==> config.mk <==
export PLATFORM = sky130hd
export DESIGN_NAME = hazard_ctrl
export DESIGN_NICKNAME = d
export VERILOG_FILES = /design/src/rtl/hazard_ctrl_pkg.sv /design/src/rtl/hazard_ctrl_detect.sv /design/src/rtl/hazard_ctrl.sv
export SDC_FILE = /design/constraint.sdc
export NUM_CORES = 1
export LEC_CHECK = 0
export ABC_AREA = 1
export BUFFER_PORTS_ARGS = -buffer_cell sky130_fd_sc_hd__buf_2
export CORE_MARGIN = 2
export CORE_UTILIZATION = 50
export CTS_CLUSTER_SIZE = 24
export DETAILED_ROUTE_END_ITERATION = 12
export GPL_TIMING_DRIVEN = 0
export PLACE_DENSITY = 0.82
export SETUP_SLACK_MARGIN = 0.2
export SYNTH_ARGS = -nofsm -noshare
export SYNTH_HDL_FRONTEND = slang
export SYNTH_HIERARCHICAL = 1
export SYNTH_SLANG_ARGS = --single-unit
==> constraint.sdc <==
create_clock -name clk -period 6 [get_ports clk]
set_clock_uncertainty 0.2 [all_clocks]
set_input_delay 1.2 -clock clk [delete_from_list [all_inputs] [get_ports clk]]
set_output_delay 1.2 -clock clk [all_outputs]
set_load 0.01 [all_outputs]
==> src/rtl/hazard_ctrl_pkg.sv <==
// Shared types for the pipeline hazard sequencer.
// Holds the FSM state, control bundle and the run-mode control helper.
package hazard_ctrl_pkg;

    localparam int REG_ADDR_W_DEF = 4;

    typedef enum logic {
        RUN      = 1'b0,
        MEM_WAIT = 1'b1
    } state_t;

    typedef struct packed {
        logic pc_freeze;
        logic ifid_freeze;
        logic idex_freeze;
        logic exmem_freeze;
        logic ifid_flush;
        logic idex_flush;
        logic memwb_flush;
    } ctrl_t;

    localparam ctrl_t CTRL_NONE = '0;

    localparam ctrl_t CTRL_MEM_STALL = '{
        pc_freeze:    1'b1,
        ifid_freeze:  1'b1,
        idex_freeze:  1'b1,
        exmem_freeze: 1'b1,
        ifid_flush:   1'b0,
        idex_flush:   1'b0,
        memwb_flush:  1'b1
    };

    // Control when no memory stall is in force: branch beats RAW stall.
    function automatic ctrl_t run_ctrl(input logic branch, input logic raw);
        ctrl_t c;
        c = CTRL_NONE;
        if (branch) begin
            c.ifid_flush = 1'b1;
            c.idex_flush = 1'b1;
        end else if (raw) begin
            c.pc_freeze   = 1'b1;
            c.ifid_freeze = 1'b1;
            c.idex_flush  = 1'b1;
        end
        return c;
    endfunction

endpackage

==> src/rtl/hazard_ctrl_detect.sv <==
// RAW hazard compare between the ID sources and later-stage destinations.
// HAZARD_NO_FWD_EN widens the check to any EX/MEM writer (no forwarding).
module hazard_detect #(
    parameter int REG_ADDR_W = 4
) (
    input  logic [REG_ADDR_W-1:0] id_src1,
    input  logic [REG_ADDR_W-1:0] id_src2,
    input  logic                  id_src1_valid,
    input  logic                  id_src2_valid,
    input  logic [REG_ADDR_W-1:0] ex_dest,
    input  logic                  ex_wb_en,
    input  logic                  ex_mem_read,
    input  logic [REG_ADDR_W-1:0] mem_dest,
    input  logic                  mem_wb_en,
    output logic                  raw_stall
);

    logic ex_hit;

    assign ex_hit = ex_wb_en &&
        ((id_src1_valid && (id_src1 == ex_dest)) ||
         (id_src2_valid && (id_src2 == ex_dest)));

`ifdef HAZARD_NO_FWD_EN
    logic mem_hit;
    logic unused_rd;

    assign mem_hit = mem_wb_en &&
        ((id_src1_valid && (id_src1 == mem_dest)) ||
         (id_src2_valid && (id_src2 == mem_dest)));
    assign unused_rd = ex_mem_read;
    assign raw_stall = ex_hit || mem_hit;
`else
    logic unused_mem;

    assign unused_mem = ^{mem_dest, mem_wb_en};
    assign raw_stall  = ex_mem_read && ex_hit;
`endif

endmodule

==> src/rtl/hazard_ctrl.sv <==
// Stall/flush sequencer for the 5-stage pipeline with perf counters.
// Optional build macro: HAZARD_NO_FWD_EN (stall on any RAW, no forwarding).
module hazard_ctrl
    import hazard_ctrl_pkg::*;
#(
    parameter int REG_ADDR_W  = REG_ADDR_W_DEF,
    parameter int CNT_W       = 32,
    parameter int MEM_TIMEOUT = 255
) (
    input  logic                  clk,
    input  logic                  rst,
    input  logic [REG_ADDR_W-1:0] id_src1,
    input  logic [REG_ADDR_W-1:0] id_src2,
    input  logic                  id_src1_valid,
    input  logic                  id_src2_valid,
    input  logic [REG_ADDR_W-1:0] ex_dest,
    input  logic                  ex_wb_en,
    input  logic                  ex_mem_read,
    input  logic [REG_ADDR_W-1:0] mem_dest,
    input  logic                  mem_wb_en,
    input  logic                  ex_branch_taken,
    input  logic                  mem_req,
    input  logic                  mem_ready,
    output logic                  pc_freeze,
    output logic                  ifid_freeze,
    output logic                  idex_freeze,
    output logic                  exmem_freeze,
    output logic                  ifid_flush,
    output logic                  idex_flush,
    output logic                  memwb_flush,
    output logic                  mem_timeout,
    output logic [CNT_W-1:0]      stall_cycles,
    output logic [CNT_W-1:0]      flush_events
);

    localparam int WAIT_W = $clog2(MEM_TIMEOUT + 1);
    localparam logic [WAIT_W-1:0] WAIT_MAX = WAIT_W'(MEM_TIMEOUT);

    state_t            state;
    state_t            state_nx;
    logic [WAIT_W-1:0] wait_cnt;
    logic [WAIT_W-1:0] wait_nx;
    logic              timeout_set;
    logic              raw_stall;
    ctrl_t             ctrl;

    hazard_detect #(
        .REG_ADDR_W(REG_ADDR_W)
    ) u_detect (
        .id_src1      (id_src1),
        .id_src2      (id_src2),
        .id_src1_valid(id_src1_valid),
        .id_src2_valid(id_src2_valid),
        .ex_dest      (ex_dest),
        .ex_wb_en     (ex_wb_en),
        .ex_mem_read  (ex_mem_read),
        .mem_dest     (mem_dest),
        .mem_wb_en    (mem_wb_en),
        .raw_stall    (raw_stall)
    );

    // Next state, wait count and the freeze/flush set for this cycle.
    always_comb begin
        ctrl        = CTRL_NONE;
        state_nx    = state;
        wait_nx     = wait_cnt;
        timeout_set = 1'b0;
        if (!rst) begin
            case (state)
                RUN: begin
                    if (mem_req && !mem_ready) begin
                        ctrl     = CTRL_MEM_STALL;
                        state_nx = MEM_WAIT;
                        wait_nx  = WAIT_W'(1);
                    end else begin
                        ctrl = run_ctrl(ex_branch_taken, raw_stall);
                    end
                end
                MEM_WAIT: begin
                    if (mem_ready) begin
                        ctrl     = run_ctrl(ex_branch_taken, raw_stall);
                        state_nx = RUN;
                        wait_nx  = '0;
                    end else if (wait_cnt >= WAIT_MAX) begin
                        ctrl        = run_ctrl(ex_branch_taken, raw_stall);
                        state_nx    = RUN;
                        wait_nx     = '0;
                        timeout_set = 1'b1;
                    end else begin
                        ctrl    = CTRL_MEM_STALL;
                        wait_nx = wait_cnt + WAIT_W'(1);
                    end
                end
                default: begin
                    state_nx = RUN;
                    wait_nx  = '0;
                end
            endcase
        end
    end

    // State, wait counter and sticky timeout flag.
    always_ff @(posedge clk or posedge rst) begin
        if (rst) begin
            state       <= RUN;
            wait_cnt    <= '0;
            mem_timeout <= 1'b0;
        end else begin
            state    <= state_nx;
            wait_cnt <= wait_nx;
            if (timeout_set) begin
                mem_timeout <= 1'b1;
            end
        end
    end

    // Saturating stall/flush performance counters.
    always_ff @(posedge clk or posedge rst) begin
        if (rst) begin
            stall_cycles <= '0;
            flush_events <= '0;
        end else begin
            if (ctrl.pc_freeze && (stall_cycles != '1)) begin
                stall_cycles <= stall_cycles + CNT_W'(1);
            end
            if (ctrl.ifid_flush && (flush_events != '1)) begin
                flush_events <= flush_events + CNT_W'(1);
            end
        end
    end

    assign pc_freeze    = ctrl.pc_freeze;
    assign ifid_freeze  = ctrl.ifid_freeze;
    assign idex_freeze  = ctrl.idex_freeze;
    assign exmem_freeze = ctrl.exmem_freeze;
    assign ifid_flush   = ctrl.ifid_flush;
    assign idex_flush   = ctrl.idex_flush;
    assign memwb_flush  = ctrl.memwb_flush;

endmodule

==> impl_metrics.yaml <==
floorplanning:
  design.core.area_um2: 10200
  die_h_um: 106
  die-width_um: 106
  ioPinCount: 98
  number_of_cell_rows: 37
  initial_core_util: 0.507
  die_area_um2: 11200
global_routing:
  track_usage: 0.241
  first_global_vias: 4799
  overflow: 0
  antenna_found_initial: 0
  grt_max_degree: 55
  grt_pass1_wl_um: 21900
critical_path:
  r2r_setup_slack_ps: 3790
  timing.setup.critical_path_class: "in -> out"
  worst_setup_path_endpoint: "pc_freeze"
  crit-reg2reg-launch: "stall_cycles[0]"
  worst_ep_arrival_time_ps: 2810
  worst-path-max-fanout: 54
  worst_flop_to_flop_path_endpoint: "stall_cycles[1]"
  reg2reg_depth: 9
  startpoint_type: "primary input"
  worstPathRequired_ps: 4600
  critical_path.endpoint_type: "output pin"
  startpoint: "rst"
cts:
  postCtsResizedCells: 0
  clock_root_buffer: "clkbuf_8"
  cts.path.max_buffers: 2
  clk_pin_slew_worst_paths_ps: 80
  htree_num_levels: 3
  cts_setup_buffers: 0
  clk-insertion-delay-late_ps: 350
  cts_inserted_buffers: 9
  cts.sinks: 74
  cts-hold-fix-buffers: 0
  tritoncts: "built"
synth:
  yosysSeqAreaShare: 0.359
  synth.avg_cell_area_um2: 6.41
  synth_most_common_cell: "nand2_1"
  synthDistinctLibCells: 28
  synth_mux_area_frac: 0
  netlist.area_leader.share: 0.359
  synth_largest_area_cell: "dfrtp_1"
  synth_simple_gate_area_share: 0.481
  dominantRegCellSynth: "dfrtp_1"
  yosys.area_share.adder: 0.00727
  synth.yosys.warnings: 6
  edff_count_synth: 0
  post_synth_instance_area_um2: 5160
  cell_types_with_the_largest_area_share_after_synthesis: "dfrtp_1, nand2_1, nor2_1"
  ys_seq_elements: 74
  syn-num-nets: 835
  synthTopCellsByCount: "nand2_1, nor2_1, dfrtp_1"
  synth-compound-area-share: 0.0259
  async_flop_share: 1.00
  netlist_instances: 806
  synth_top_family_by_area: "simple AND/OR/NAND/NOR gates"
  synth-xor-area-share: 0.0475
timing:
  fin_hold_ws_ps: 287
  period_needed_ps: 4210
  top_achievable_clock_speed_ghz: 0.238
  worstMarginPinSlew_ps: 491
  timing.final.crit_share: 0.701
  setup_total_negative_slack_ps: 0
  relSlewSlack: 0.672
  timing_max_transition_violations_final: 0
  setup_violations: 0
  hold_viol: 0
  setup_repair_after_global_routing_missed_its_margin: "no"
layout:
  area_delta_synth_final_pct: 16.6
  num_antenna_cells: 0
  fin_nets: 939
  post_route_cells_drive_above_1_share: 0.173
pwr:
  vdd_drop_max_uv: 148
  fin_total_pwr_mw: 1.16
  p_int_mw: 0.809
  cellPowerDensity_nw_per_um2: 193
  power.share.switching: 0.305
  seq_power_share: 0.488
  switching_power_mw: 0.355
  clockPowerShare: 0.342
  power.static_leakage_nw: 3.14
  power.share.combinational: 0.169
route:
  detail_route.first_pass.iterations: 6
  detail_route.vias_per_cell: 4.97
  drc: 0
  dr_total_vias: 5221
  route.antenna.remaining_nets: 0
  drt-total-wl_um: 12800
  drt_iter0_markers: 225
  drt-wirelength-per-cell_um: 12.1
status:
  outcome: "finished clean"
run:
  max_cap_viol_count: 0
place:
  gp_congestion: 0.915
  dp_wirelength_um: 9590
  place.port_buffers: 92
min_path:
  worst_hold_path_type: "reg -> reg"
-- worst min path at each step --
stage / cells past startpoint / end / slack, ps / startpoint
2_1_floorplan: 1 / wait_cnt[6] / 250 / wait_cnt[6]
3_3_place_gp: 1 / mem_timeout / 260 / mem_timeout
3_5_place_dp: 1 / mem_timeout / 260 / mem_timeout
4_1_cts: 1 / mem_timeout / 290 / mem_timeout
5_1_grt: 1 / wait_cnt[6] / 320 / wait_cnt[6]
6_report: 1 / mem_timeout / 290 / mem_timeout
-- worst max-delay path, cell delays in order --
cell      delay, ps
buf_2           120
inv_4           270
buf_16          300
nand3b_1        130
nand2_2         200
buf_2           290
buf_4           150
buf_2           110
-- sequential cells by signal (all words and copies together), names as in the netlist --
name / cells
wait_cnt: 8
state: 1
mem_timeout: 1
stall_cycles: 32
flush_events: 32
-- layer usage --
layer  vias up  GRT usage  share of wire
li1       2692          -              -
met1      2362      0.310           0.45
met2       142      0.413           0.48
met3        25     0.0390          0.050
met4         0     0.0818          0.020
met5         -          0              0
-- stage by stage --
| stage | setup slack [ps] | area [um^2] | cells | util |
|---|---|---|---|---|
| 4_1_cts | 1750 | 6020 | 1051 | 0.591 |
| 3_3_place_gp | -213 | 5790 | 1034 | 0.569 |
| 6_report | 1790 | 6020 | 1051 | 0.591 |
| 3_5_place_dp | 1750 | 5820 | 1035 | 0.572 |
| 2_1_floorplan | 892 | 5160 | 806 | - |
| 5_1_grt | 1630 | 6020 | 1051 | 0.591 |
-- kinds of logic (layout without fill, tap and decap cells) --
kind of cell / after synthesis / after routing
xor+xnor: 28 / 28
fa+ha+maj: 3 / 3
compound gates: 24 / 24
simple gates: 591 / 591
flops: 74 / 74
buf+inv: 86 / 195
-- cell type report --
class / count / area (um^2)
clock buffers: 12 / 145
multi-input cells: 646 / 2900
repair buffers: 93 / 488
clock inverters: 4 / 51.3
fillers: 1037 / 4170
flip-flops and latches: 74 / 1850
well taps: 136 / 170
plain buffers: 18 / 158
inverters: 68 / 258
-- power by group through the flow --
stage / registers [mW] / clock network, mW / logic, mW
after global routing: 0.574 / 0.426 / 0.223
after floorplan: 0.581 / 0 / 0.121
after CTS: 0.568 / 0.407 / 0.200
final: 0.568 / 0.398 / 0.197
after global placement: 0.575 / 0 / 0.191
after detailed placement: 0.578 / 0 / 0.198
-- cell usage in the layout, fill, tap and decap left out, types with 2 or more instances in the layout --
master      n
nor2_2      5
clkbuf_8   10
nand3_1    67
nand3b_1   12
nand4_1     6
ha_1        3
nand2_2    13
nor2_4      5
nor2_1    106
buf_6       4
buf_8       2
nand2_1   370
buf_4       3
dfrtp_1    74
clkbuf_1    2
xor2_1     10
a21oi_2     2
o21ai_0    12
buf_2     100
nand2_4     2
a21oi_1     5
o21ai_1     3
inv_1      66
nor3_1      2
xnor2_1    18
nand3_2     3
No activity file was read; power rests on OpenSTA's default activity.
